--- src/rtl/transpose_ctrl.sv ---
// transpose_ctrl: fill/drain sequencer for the 32x32 transpose buffer sitting
// between the row and column 1-D DCT stages. Handles one block at a time:
// rows are accepted until the block is full, then columns are handed out
// until it is empty. The data path lives in the buffer; this block only
// produces the load/unload strobes and the handshake signals.
module transpose_ctrl #(
  parameter int N  = 32,
  parameter int CW = 5
) (
  input  logic          clk,
  input  logic          rst,
  input  logic          flush,
  input  logic          in_valid,
  output logic          in_ready,
  input  logic [1:0]    in_size,
  output logic          load,
  output logic          unload,
  output logic          out_valid,
  input  logic          out_ready,
  output logic          out_last,
  output logic [1:0]    out_size,
  output logic [CW-1:0] row_idx,
  output logic [CW-1:0] col_idx,
  output logic          block_done
);

  typedef enum logic [1:0] {
    INIT  = 2'd0,
    FILL  = 2'd1,
    DRAIN = 2'd2
  } state_t;

  state_t        state;
  state_t        state_nx;
  logic [CW-1:0] last_idx;
  logic          row_last;
  logic          col_last;

  // Index of the final row/column for the latched TU size (n - 1, n = 4 << size).
  always_comb begin
    // NOTE: every always_comb output gets a default before the case so no
    // path leaves it unassigned, which would infer a latch.
    last_idx = CW'(N - 1);
    case (out_size)
      2'd0:    last_idx = CW'(3);
      2'd1:    last_idx = CW'(7);
      2'd2:    last_idx = CW'(15);
      default: last_idx = CW'(N - 1);
    endcase
  end

  assign row_last = (row_idx == last_idx);
  assign col_last = (col_idx == last_idx);

  // State register; reset parks the controller in INIT.
  always_ff @(posedge clk or negedge rst) begin
    // NOTE: sequential state uses non-blocking assignments so every register
    // samples the pre-edge values regardless of statement order.
    if (!rst) state <= INIT;
    else      state <= state_nx;
  end

  // Next-state logic: flush overrides everything and returns to FILL.
  always_comb begin
    state_nx = state;
    if (flush) begin
      state_nx = FILL;
    end else begin
      case (state)
        INIT:    state_nx = FILL;
        FILL:    if (load && row_last)   state_nx = DRAIN;
        DRAIN:   if (unload && col_last) state_nx = FILL;
        default: state_nx = INIT;
      endcase
    end
  end

  // Output logic: handshakes and strobes, all gated by flush.
  always_comb begin
    in_ready   = (state == FILL)  && !flush;
    out_valid  = (state == DRAIN) && !flush;
    load       = in_valid  && in_ready;
    unload     = out_valid && out_ready;
    out_last   = col_last  && out_valid;
    block_done = unload    && col_last;
  end

  // Row/column counters and the size latched on the first row of a block.
  always_ff @(posedge clk or negedge rst) begin
    if (!rst) begin
      row_idx  <= '0;
      col_idx  <= '0;
      out_size <= 2'd0;
    end else if (flush) begin
      row_idx <= '0;
      col_idx <= '0;
    end else begin
      if (load) begin
        // The size only changes at a block boundary; later rows ignore in_size.
        if (row_idx == '0) out_size <= in_size;
        row_idx <= row_last ? '0 : row_idx + CW'(1);
      end
      if (unload) begin
        col_idx <= col_last ? '0 : col_idx + CW'(1);
      end
    end
  end

endmodule

--- config.mk ---
export PLATFORM = sky130hd
export DESIGN_NAME = transpose_ctrl
export DESIGN_NICKNAME = d
export VERILOG_FILES = /design/src/rtl/transpose_ctrl.sv
export SDC_FILE = /design/constraint.sdc
export NUM_CORES = 1
export LEC_CHECK = 0
export ABC_CLOCK_PERIOD_IN_PS = 1800
export CAP_MARGIN = 20
export CORE_AREA = 8 8 55 57
export CTS_BUF_LIST = sky130_fd_sc_hd__clkbuf_4
export DETAILED_ROUTE_END_ITERATION = 7
export DIE_AREA = 0 0 63 65
export GPL_TIMING_DRIVEN = 1
export PLACE_DENSITY = 0.82
export SLEW_MARGIN = 20
export SYNTH_ARGS = -nofsm -noshare
export SYNTH_HDL_FRONTEND = slang
export SYNTH_SLANG_ARGS = --single-unit
--- constraint.sdc ---
create_clock -name clk -period 1.8 [get_ports clk]
set_input_delay 0.27 -clock clk [delete_from_list [all_inputs] [get_ports clk]]
set_output_delay 0.27 -clock clk [all_outputs]
set_load 0.03 [all_outputs]
# Yosys cells after proc, flatten, opt, wreduce, memory -nomap -nowiden

Index checks and enable logic that the tools add are counted.

Memories: 0
Word-level logic and storage cells: 41
Output and inout bits: 18
Bits in registers: 14
Bits of input ports: 7
Bits in latches: 0
Bits in writable memories: 0
Bits in read-only memories: 0

Reductions and logical operators: 15
$add $sub $neg: 2
Muxes and demuxes: 11
Divide/modulo/power cells: 0
$mul: 0
Shift-type cells: 0
Bitwise gates (word level): 1
Equality and inequality tests: 8
Order comparisons: 0

Operators with widths:

| kind                                          | number |
|---|---|
| 2-to-1 mux 5 bit                              | 6 |
| one-hot mux 5 bit (3 select lines)            | 1 |
| adder 5 x 1 -> 5 bit, second input constant   | 2 |
| == test 5 bit                                 | 2 |
| logical AND 1 bit                             | 7 |
| 2-to-1 mux 2 bit                              | 3 |
| inequality test 3 bit, second input constant  | 2 |
| one-hot mux 2 bit (3 select lines)            | 1 |
| zero test 5 bit                               | 1 |
| == test 2 x 1 -> 1 bit, second input constant | 2 |
| == test 2 bit, second input constant          | 2 |
| zero test 2 bit                               | 2 |
| nonzero test 2 bit                            | 2 |
| AND reduction 3 bit                           | 1 |
| AND reduction 2 bit                           | 1 |
| zero test 1 bit                               | 1 |
| inverter 1 bit                                | 1 |

# Depth between registers and ports, before layout

Gate-level depths: netlist (run 1).

Word-level depth: 7
Depth in mapped cells: 6
Gate-level depth less buffers: 5

# Worst setup path after synthesis (run 1)

Ideal clock, no wire load.

Path type: reg-to-output
Start: reg out_size[1]
End: out block_done
Cell stages (with the launch flop): 6
Slack: -0.499 ns
Path buffers: 1
Data arrival time: 2.029 ns
Data required time: 1.530 ns
Path through: dfrtp_1 buf_6 or4b_1 and4_4 or2_1 nor2_1

Cells in the longest elaborated chain, start to end: 4
Elaborated cells between the ends (all ways): 6
Those cells by class: 3 x eq/ne; 1 x mux; 2 x reduce/logical

RTL lines:

| element                                     | line | source |
|---|---|---|
| start: declaration                          | 21   | `output logic [1:0] out_size,` |
| start signal: assignment                    | 100  | `if (row_idx == '0) out_size <= in_size;` |
| == test 2 bit, or another cell as far along | 44   | `case (out_size)` |
| one-hot mux 5 bit (3 select lines) (*)      | 44   |  |
| == test 5 bit (*)                           | 53   | `assign col_last = (col_idx == last_idx);` |
| logical AND 1 bit (*)                       | 85   | `block_done = unload && col_last;` |
| end: declaration                            | 24   | `output logic block_done` |

Mark *: on every way between the ends. The rest lies on a longest branch, timed or not.

# Worst setup path after layout (run 1)

Start: reg out_size[0]
End: out block_done

The elaborated chain is that of the path after synthesis.

==> results of run 1 <==
cell families (layout without fill, tap and decap cells):
kind of cell    after synthesis  count (layout)
simple gates                 50              50
mux                           3               3
xor+xnor                      2               2
flops                        14              14
compound gates               18              18
buf+inv                       9              56
fa+ha+maj                     3               3
final cells by class:
type                            instances  area, sq um  share of cell area
Multi-Input combinational cell         76          572               0.402
Sequential cell                        14          354               0.249
Tap cell                               28         35.0              0.0246
Clock buffer                            4         30.0              0.0211
Inverter                                5         18.8              0.0132
Timing Repair Buffer                   47          412               0.290
worst paths after layout:
kind | to | slack, ns | cells past startpoint
setup / recovery | block_done | -0.34 | 5
hold / removal | col_idx[2] | 0.30 | 2
setup reg to reg | row_idx[1] | 0.04 | 7
hold reg to reg | row_idx[0] | 0.58 | 1
max in group asynchronous | col_idx[3] | 1.31 | 2
min in group clk | col_idx[4] | 0.43 | 3
flip-flops by register name, summed over array words and instances, names as in the netlist:
name and flops:
col_idx 5, row_idx 5, out_size 2, state 2
critical path: cells and delay by family, from the launching register on:
family                 cells  cell delay [ns]
AND/OR/NAND/NOR            4             1.04
buffers and inverters      1             0.13
flip-flops                 1             0.42
cells in the final DEF (no fill, tap or decap), types with 2 or more instances in the layout:
cell type         n
buf_4            27
nand2_1          14
dfrtp_1          11
clkdlybuf4s50_1  11
nor2_1            6
o21ai_0           5
inv_1             4
clkbuf_4          4
dlymetal6s2s_1    4
nand3_1           3
a21oi_1           3
ha_1              3
dfrtp_2           3
dlygate4sd2_1     3
nand2b_1          2
nand4_1           2
nor4_2            2
nor2_4            2
nand3b_1          2
xnor2_1           2
o21ai_1           2
nor3_1            2
mux2_2            2
buf_6             2
per-layer routing:
metal  wire length (um)  vias up  track usage  part of all wire
met2               1340       23        0.238              0.53
met5                  0        -            0                 0
met4                 10        0       0.0342            0.0039
li1                   -      451            -                 -
met1               1070      453        0.122              0.42
met3                117        2       0.0395             0.046
timing repair:
item,CTS,global route
resized for setup,5,8
hold endpoints to repair,0,0
setup buffers,3,2
pin swaps,6,8
setup endpoints to repair,3,12
metrics by stage:
stage	util	instance area [sq um]	hold slack [ns]	std cells
global placement	0.612	1310	0.546	166
CTS	0.638	1370	0.297	173
finish	0.662	1420	0.298	174
global route	0.662	1420	0.307	174
detailed placement	0.612	1310	0.576	166
floorplan	-	933	-0.0256	99
power by group through the flow:
stage                     Combinational (mW)  Clock (mW)  Sequential [mW]
after floorplan                        0.114           0            0.405
after global placement                 0.266           0            0.362
after detailed placement               0.270           0            0.367
after CTS                              0.297       0.209            0.353
after global routing                   0.332       0.223            0.356
final                                  0.307       0.202            0.354
==> reports/qor.yml, run 1 <==
finClkSkew_ns: 0.00613
numCtsBuffers: 3
seqPwrFrac: 0.410
slew_headroom: 0.779
intPower_mw: 0.594
synth-simple-area-share: 0.337
hold_class: "in -> async"
drv_cap: 0
p_leak_nw: 0.684
ios: 25
cp_max_fo: 3
ant_nets: 0
violations: "setup timing"
synth_commonest_cells: "dfrtp_1 (14), nand2_1 (14), nor2_1 (8)"
crit_start: "out_size[0]"
timing.rr.start: "out_size[1]"
drtIter0Drc: 22
slowest_stage: "or4bb_1"
synth-edff-count: 0
antenna_found_initial: 0
cts_hold_buffers: 0
ir_drop_mv: 0.503
min_period_over_period: 1.19
die-area_sq_um: 4100
hold_viol_final: 0
synth_top_cell_by_area: "dfrtp_1"
grt_pass1_wl_um: 4200
netlist_top_cells_area: "dfrtp_1 (38%), nand2_1 (5.8%), ha_1 (4.1%)"
synth_xor_area_frac: 0.0192
tightestPinTransition_ns: 0.330
antenna_cells: 0
htreeDepth: 1
cts_tree: "done"
path_cells: "or4bb_1 -> and4_4 -> or2_4 -> nor2_4 -> buf_6"
dp_hpwl_um: 1960
cts-root-buf: "clkbuf_4"
arrival_ns: 1.87
insertion_delay_ns: 0.28
switching_power_mw: 0.269
io_buffers: 24
synth_top_family_by_area: "simple AND/OR/NAND/NOR gates"
detail_route.vias_per_cell: 5.34
drive_above_1_share: 0.349
grt-ovfl-total: 0
comb_power_share: 0.356
setup_viol: 2
avgRoutedWirePerCell_um: 14.6
yosys_warnings: 0
power_mw: 0.863
end_kind: "output port"
grt_usage: 0.123
clkTransAtPathRegs_ns: 0.09
synth_fa_ha_area_frac: 0.0412
clkSinkCount: 14
clockPowerShare: 0.234
place.gp.congestion: 0.843
pre_cts_ws_ns: -0.111
routed_wl_um: 2540
max_freq_mhz: 467
max_stage_delay_ns: 0.50
fin_nets: 157
synth_seq_area_share: 0.384
async_flop_share: 1.00
swShare: 0.312
synth_ff_type: "dfrtp_1"
period_minus_slack_ns: 2.14
power_density_nw_per_um2: 607
syn-num-nets: 109
area_growth_pct: 55.8
ys_ff_latch: 14
fillers: 179
synth_compound_area_frac: 0.137
synth_top_area_frac: 0.384
vias: 929
dieHeight_um: 65
timing.setup.tns_ns: -0.681
muxShareOfSynthArea: 0.0357
drt_first_pass_iters: 4
drv_slew: 0
initial_utilization: 0.425
grt_max_degree: 15
startpoint_type: "flop"
rsz0062_at_grt: "yes"
netlist_area_sq_um: 912
crit_type: "reg -> out"
avgSynthCellArea_sq_um: 9.21
layout_setup_ws_ns: -0.341
rows: 17
grt_pass1_vias: 953
core_region_area_sq_um: 2150
synth.distinct_cells: 41
synth_cells: 99
cp.required_ns: 1.53
outcome: "complete, but fails checks"
clock_path_buffers: 2
drc_errors: 0
fp.dieW_um: 63
(Power assumes the default switching activity.)
==> run 2, diff against run 1 <==
--- a/config.mk
+++ b/config.mk
@@ -7,10 +7,10 @@
 export LEC_CHECK = 0
 export ABC_CLOCK_PERIOD_IN_PS = 1800
 export CAP_MARGIN = 20
-export CORE_AREA = 8 8 55 57
+export CORE_AREA = 2 2 42 59
 export CTS_BUF_LIST = sky130_fd_sc_hd__clkbuf_4
 export DETAILED_ROUTE_END_ITERATION = 7
-export DIE_AREA = 0 0 63 65
+export DIE_AREA = 0 0 44 61
 export GPL_TIMING_DRIVEN = 1
 export PLACE_DENSITY = 0.82
 export SLEW_MARGIN = 20
==> run 2 against run 1 <==
Net effect:
- the flow still finishes with violations (setup timing)
- final cell count down 2.9%
- sequential share of layout area is 0.15 points higher
- hold slack improved by 0.0097 ns
- wire length decreased by 5.9%
- critical path depth stayed put
- register-to-register slack barely moved
- cell area is 0.62% lower
- clock power decreased by 9.9%
- global-route usage up 6.8 points
- die area shrank 34%
- sequential power about the same
==> reports/qor.yml, run 2 (same netlist as run 1, synthesis figures left out) <==
outcome: "complete, but fails checks"
violations: "setup timing"
dp_hpwl_um: 1850
ir_drop_mv: 0.408
clkSinkCount: 14
antenna_cells: 0
dpl.cell_count: 162
fp.dieW_um: 44
clkTransAtPathRegs_ns: 0.09
end_kind: "output port"
crit_type: "reg -> out"
cts-root-buf: "clkbuf_4"
detail_route.vias_per_cell: 5.38
clock_path_buffers: 2
final_util: 0.656
power_mw: 0.846
holdWs_ns: 0.308
cp.required_ns: 1.53
pre_cts_ws_ns: -0.100
drive_above_1_share: 0.347
grt-ovfl-total: 0
drc_errors: 0
min_period_over_period: 1.19
final_area_sq_um: 1410
antenna_found_initial: 0
place.gp.congestion: 0.833
arrival_ns: 1.86
numCtsBuffers: 3
setup_viol: 2
drt_first_pass_iters: 4
avgRoutedWirePerCell_um: 14.1
hold_viol_final: 0
fin_nets: 158
ios: 25
grt_pass1_vias: 922
period_minus_slack_ns: 2.13
max_freq_mhz: 469
insertion_delay_ns: 0.27
area_growth_pct: 54.9
dieHeight_um: 61
mostFrequentLayoutCells: "buf_4 (25), nand2_1 (14), clkdlybuf4s50_1 (12)"
htreeDepth: 1
grt_max_degree: 15
rsz0062_at_grt: "yes"
die-area_sq_um: 2680
drv_cap: 0
ant_nets: 0
cts_hold_buffers: 0
layout_setup_ws_ns: -0.334
slew_headroom: 0.787
finClkSkew_ns: 0.00286
p_leak_nw: 0.652
drv_slew: 0
tightestPinTransition_ns: 0.319
fillers: 185
grt_pass1_wl_um: 3960
hold_class: "in -> async"
layout_commonest_cell: "buf_4"
io_buffers: 24
cp_max_fo: 2
core_region_area_sq_um: 2150
cts_tree: "done"
routed_wl_um: 2390
power_density_nw_per_um2: 599
vias: 910
grt_usage: 0.191
largestRegisters: "col_idx: 5 flops, row_idx: 5 flops"
place_area_sq_um: 1320
timing.setup.tns_ns: -0.669
final-instance-count-excl-fill: 169
drtIter0Drc: 10
initial_utilization: 0.424
rows: 20
startpoint_type: "flop"
-- run 2: cell types whose count changed in the layout (fill, tap and decap cells not counted), sizes merged --
cell and delta:
clkinvlp +1, dlygate4sd2 +1, clkdlybuf4s50 +1, buf +1
clkbuf -1, dlymetal6s2s -2
-- run 2: layout make-up --
| class | count | area (sq um) | share of cell area |
|---|---|---|---|
| clock buffers | 3 | 22.5 | 0.0159 |
| multi-input cells | 76 | 558 | 0.395 |
| well taps | 22 | 27.5 | 0.0195 |
| clock inverters | 1 | 3.75 | 0.00266 |
| inverters | 5 | 22.5 | 0.0159 |
| repair buffers | 48 | 424 | 0.300 |
| flip-flops and latches | 14 | 354 | 0.251 |
-- run 2: repair_timing --
action	in CTS	in global routing
buffers inserted	3	0
setup endpoints to repair	4	11
resized for setup	6	9
pin swaps	6	6
-- run 2: worst max-delay path, cell delays in order, from the launching register on --
cell	delay, ns
dfrtp_2	0.41
or4bb_1	0.51
and4_4	0.21
or2_4	0.25
nor2_4	0.08
buf_6	0.13
-- run 2: worst paths after layout --
kind / depth (start not counted) / slack [ns] / end / start
setup / recovery: 5 / -0.33 / out_last / out_size[0]
hold / removal: 2 / 0.31 / row_idx[1] / rst
setup reg to reg: 7 / 0.05 / state[1] / out_size[1]
hold reg to reg: 1 / 0.58 / row_idx[0] / row_idx[0]
max in group asynchronous: 2 / 1.30 / out_size[1] / rst
min in group clk: 3 / 0.38 / col_idx[0] / flush
-- run 2: per-layer routing --
metal,GRT usage,vias up,wire length (um),part of all wire
li1,-,455,-,-
met1,0.230,437,993,0.42
met2,0.359,16,1310,0.55
met3,0.0208,2,71,0.030
met4,0.0433,0,9,0.0038
met5,0,-,0,0
-- run 2: report_power, final --
part	leakage (nW)	total (mW)	internal [mW]	switching (mW)
clock	0.0154	0.182	0.0802	0.102
combinational	0.456	0.309	0.157	0.152
sequential	0.181	0.355	0.336	0.0187
==> variant 1: new RTL, settings of run 1 <==
Set the parameter `CW` to 4 (it was 5).
--- a/src/rtl/transpose_ctrl.sv
+++ b/src/rtl/transpose_ctrl.sv
@@ -6,5 +6,5 @@
 module transpose_ctrl #(
   parameter int N  = 32,
-  parameter int CW = 5
+  parameter int CW = 4
 ) (
   input  logic          clk,
Ports: changed (resized col_idx and row_idx); port bits go from 25 to 23. No check against the original RTL was run, so the function may have changed too.
==> variant 1 against run 1 <==
The flow still finishes with violations (setup timing); global-route usage down 2.7 points; synthesized area is 16% lower; sequential cell count is 2 lower; combinational power is 22% lower; design area decreased by 22%; largest cell class unchanged; worst setup slack gained 0.29 ns; die area stayed put; total power fell by 15%; routed wire length fell by 26%; non-clock buffer count is 13 lower; register-to-register slack improved by 0.25 ns.
==> variant 1: results (changes against run 1) <==
cells_and_area:
  reg_top3: "col_idx x4, row_idx x4"  # was col_idx x5, row_idx x5
  final_cells: 142  # was 174
  final_nets: 125  # was 157
  n_fill_cell: 201  # was 179
  multiInputGateArea_um2: 428  # was 572 µm²
worst_setup_path:
  worstRegToRegCells: 5  # was 7
  critical_path.max_stage_delay_ns: 0.39  # was 0.50 ns
  rr_startpoint: "out_size[0]"  # was out_size[1]
  r2r-end: "col_idx[3]"  # was row_idx[1]
  cp_max_fo: 4  # was 3
  cp_slowest_cell: "dfrtp_1"  # was or4bb_1
  arrival_ns: 1.58  # was 1.87 ns
  critPathTopFamily: "flip-flops"  # was simple AND/OR/NAND/NOR gates
timing:
  worst_slew_pin_slew_ns: 0.568  # was 0.330 ns
  setup_tns_ns: -0.0959  # was -0.681 ns
  skew_ns: 0.0148  # was 0.00613 ns
  holdWs_ns: 0.360  # was 0.298 ns
  setup_ws_ns: -0.0492  # was -0.341 ns
  finalSetupViolations: 2  # unchanged
global_route:
  use_met3: 0.0326  # was 0.0395
  met1_usage: 0.112  # was 0.122
  grt_pass1_wl_um: 3290  # was 4200 µm
  use_met2: 0.154  # was 0.238
  grt_pass1_vias: 741  # was 953
  grt_max_degree: 13  # was 15
  grtUsageTotal: 0.0957  # was 0.123
power_and_ir_drop:
  p_sw_frac: 0.319  # was 0.312
  comb-power_w: 0.000239  # was 0.000307 W
  peakVddDrop_mv: 0.344  # was 0.503 mV
  comb_power_share: 0.325  # was 0.356
  leakagePower_nw: 0.522  # was 0.684 nW
  seq-power_w: 0.000309  # was 0.000354 W
synthesis:
  synth_area_leaders: "dfrtp_1, nand2_1, ha_1"  # unchanged
  syn_inst: 79  # was 99
  synth_commonest_cells: "dfrtp_1, nand2_1, nor2_1, inv_1, o21ai_0"  # was dfrtp_1, nand2_1, nor2_1, o21ai_0, inv_1
  ys_seq_area_frac: 0.392  # was 0.384
  ys_types: 34  # was 41
routing:
  wl_um: 1870  # was 2540 µm
  met3_length_um: 104  # was 117 µm
  vias: 702  # was 929
  wl_met1_um: 821  # was 1070 µm
placed_design:
  hpwl_um: 1490  # was 1960 µm
  numPortBuffers: 22  # was 24
status:
  status: "complete, but fails checks"  # unchanged
  failed_checks: "setup timing"  # unchanged
variant 1: changes by cell type after synthesis, sizes merged, moves of 2 or more:
cell,change
nand4bb,-2
a21oi,-3
dfrtp,-2
clkbuf,-3
o21ai,-3
buf,+2
or2,-2
nand3b,-2
nand2,-3
nor4,-2
variant 1: logic make-up (layout without fill, tap and decap cells):
family	Yosys count	after routing	share of synthesized area
AO/OA/AOI/OAI	14	14	0.147
XOR/XNOR	2	2	0.0229
multiplexers	4	4	0.0556
adder cells (fa/ha/maj)	3	3	0.0490
AND/OR/NAND/NOR	36	36	0.278
buffers and inverters	8	43	0.0556
flip-flops	12	12	0.392
variant 1: area by class of cell:
class                      count  share of cell area
clock buffer                   4              0.0270
timing repair buffer          34               0.270
tap                           28              0.0315
multi-input combinational     59               0.384
inverter                       5              0.0169
sequential                    12               0.271
variant 1: timing repair:
action                                  CTS  global route
hold buffers                              0             0
pin swaps                                 1             0
resized for setup                         0             3
endpoints found under the setup margin    2             4
buffers inserted                          1             0
==> variant 2: new RTL, settings of run 1 <==
Without the edit above. Reset style: synchronous (`rst`), changed in 2 clocked blocks.
--- a/src/rtl/transpose_ctrl.sv
+++ b/src/rtl/transpose_ctrl.sv
@@ -54,5 +54,5 @@
 
   // State register; reset parks the controller in INIT.
-  always_ff @(posedge clk or negedge rst) begin
+  always_ff @(posedge clk) begin
     // NOTE: sequential state uses non-blocking assignments so every register
     // samples the pre-edge values regardless of statement order.
@@ -87,5 +87,5 @@
 
   // Row/column counters and the size latched on the first row of a block.
-  always_ff @(posedge clk or negedge rst) begin
+  always_ff @(posedge clk) begin
     if (!rst) begin
       row_idx  <= '0;
Function: differs if rst is asserted again (counterexample within 4 cycles, from zero or initial values and one cycle with rst low); with rst held inactive, the same outputs for 10 cycles.
==> variant 2 against run 1 <==
Sequential cell count is the same; design area shrank 9.2%; synthesized area shrank 6.4%; non-clock buffer count shrank 10; register-to-register slack gained 0.15 ns; worst setup slack gained 0.36 ns; routed wire length grew 1.7%.
Power is not compared: it rests on default switching activity, and its combinational part moved more than twofold at a synthesized area within 25%.
==> variant 2: results (changes against run 1) <==
worst_setup_path:
  critical_path.max_stage_delay_ns: 0.40  # was 0.50 ns
  cp-startpoint: "state[1]"  # was out_size[0]
  r2r-end: "col_idx[2]"  # was row_idx[1]
  arrival_ns: 1.52  # was 1.87 ns
  reg2reg_slack_ns: 0.19  # was 0.04 ns
  cp_slowest_cell: "or3b_4"  # was or4bb_1
routing:
  vias: 956  # was 929
  avgRoutedWirePerCell_um: 15.3  # was 14.6 µm
placed_design:
  place_congestion: 0.874  # was 0.843
  post-place-cells: 163  # was 166
  hpwl_um: 1820  # was 1960 µm
synthesis:
  syn_nets: 113  # was 109
  synth_area_leaders: "dfxtp_1, a21oi_1, mux2i_1"  # was dfrtp_1, nand2_1, ha_1
  synth_commonest_cells: "dfxtp_1, nand2_1, a21oi_1, nor2_1, nor3_1"  # was dfrtp_1, nand2_1, nor2_1, o21ai_0, inv_1
  synth_compound_area_frac: 0.164  # was 0.137
  ys_seq_area_frac: 0.328  # was 0.384
  synth_fa_ha_area_frac: 0.0440  # was 0.0412
  synth-xor-area-share: 0.0411  # was 0.0192
  syn_inst: 103  # was 99
  synthMuxAreaShare: 0.0469  # was 0.0357
clock_network:
  postCtsSetupRepairBufs: 2  # was 3
  cts_resized: 10  # was 5
  insertion_delay_ns: 0.29
min_path:
  hold_path.class: "reg2reg"  # was in2async
global_route:
  grtUsageTotal: 0.126  # was 0.123
  grt_pass1_vias: 926  # was 953
  grt_max_degree: 11  # was 15
  grt_pass1_wl_um: 4270  # was 4200 µm
timing:
  worst_slew_pin_slew_ns: 0.450  # was 0.330 ns
cells_and_area:
  final_nets: 152  # was 157
  drive_gt1_frac: 0.270  # was 0.349
status:
  status: "completed"  # was complete, but fails checks
[variant 2: cell types whose count changed in the layout (fill, tap and decap cells not counted), sizes merged, moves of 4 or more]
cell and delta:
dfrtp -14, dfxtp +14, buf -10, o21ai -7, a21oi +5, nand2 -4, nor3 +4
[variant 2: worst min-delay path by stage]
stage / slack (ns) / depth (start not counted) / endpoint
6_report: 0.52 / 2 / col_idx[2]
5_1_grt: 0.56 / 2 / row_idx[1]
4_1_cts: 0.52 / 2 / row_idx[1]
3_5_place_dp: 0.51 / 2 / row_idx[1]
3_3_place_gp: 0.49 / 2 / row_idx[1]
2_1_floorplan: 0.40 / 1 / out_size[0]
[variant 2: through the flow]
| step | power (W) | setup WS [ns] | cell area [µm²] |
|---|---|---|---|
| 6_report | 0.000614 | 0.0148 | 1290 |
| 5_1_grt | 0.000637 | -0.0284 | 1290 |
| 4_1_cts | 0.000616 | 0.00404 | 1260 |
| 3_5_place_dp | 0.000418 | -0.0822 | 1190 |
| 3_3_place_gp | 0.000416 | -0.0247 | 1190 |
| 2_1_floorplan | 0.000373 | 0.0199 | 857 |
[variant 2: cell families (layout without fill, tap and decap cells)]
family / count (synthesis) / after routing
flops: 14 / 14
simple gates: 49 / 49
xor+xnor: 4 / 4
fa+ha+maj: 3 / 3
compound gates: 21 / 21
mux: 4 / 4
buf+inv: 8 / 46
[variant 2: final cells by class]
type	instances	area (µm²)
multi-input cells	81	588
flip-flops and latches	14	287
inverters	5	21.3
clock buffers	3	22.5
clock inverters	1	3.75
well taps	28	35.0
repair buffers	37	333
fillers	176	858
[variant 2: metal layers]
metal,GRT usage,routed length [µm],part of all wire
met5,0,0,0
met4,0.0912,59,0.023
met2,0.224,1350,0.52
met3,0.0137,119,0.046
met1,0.136,1050,0.41
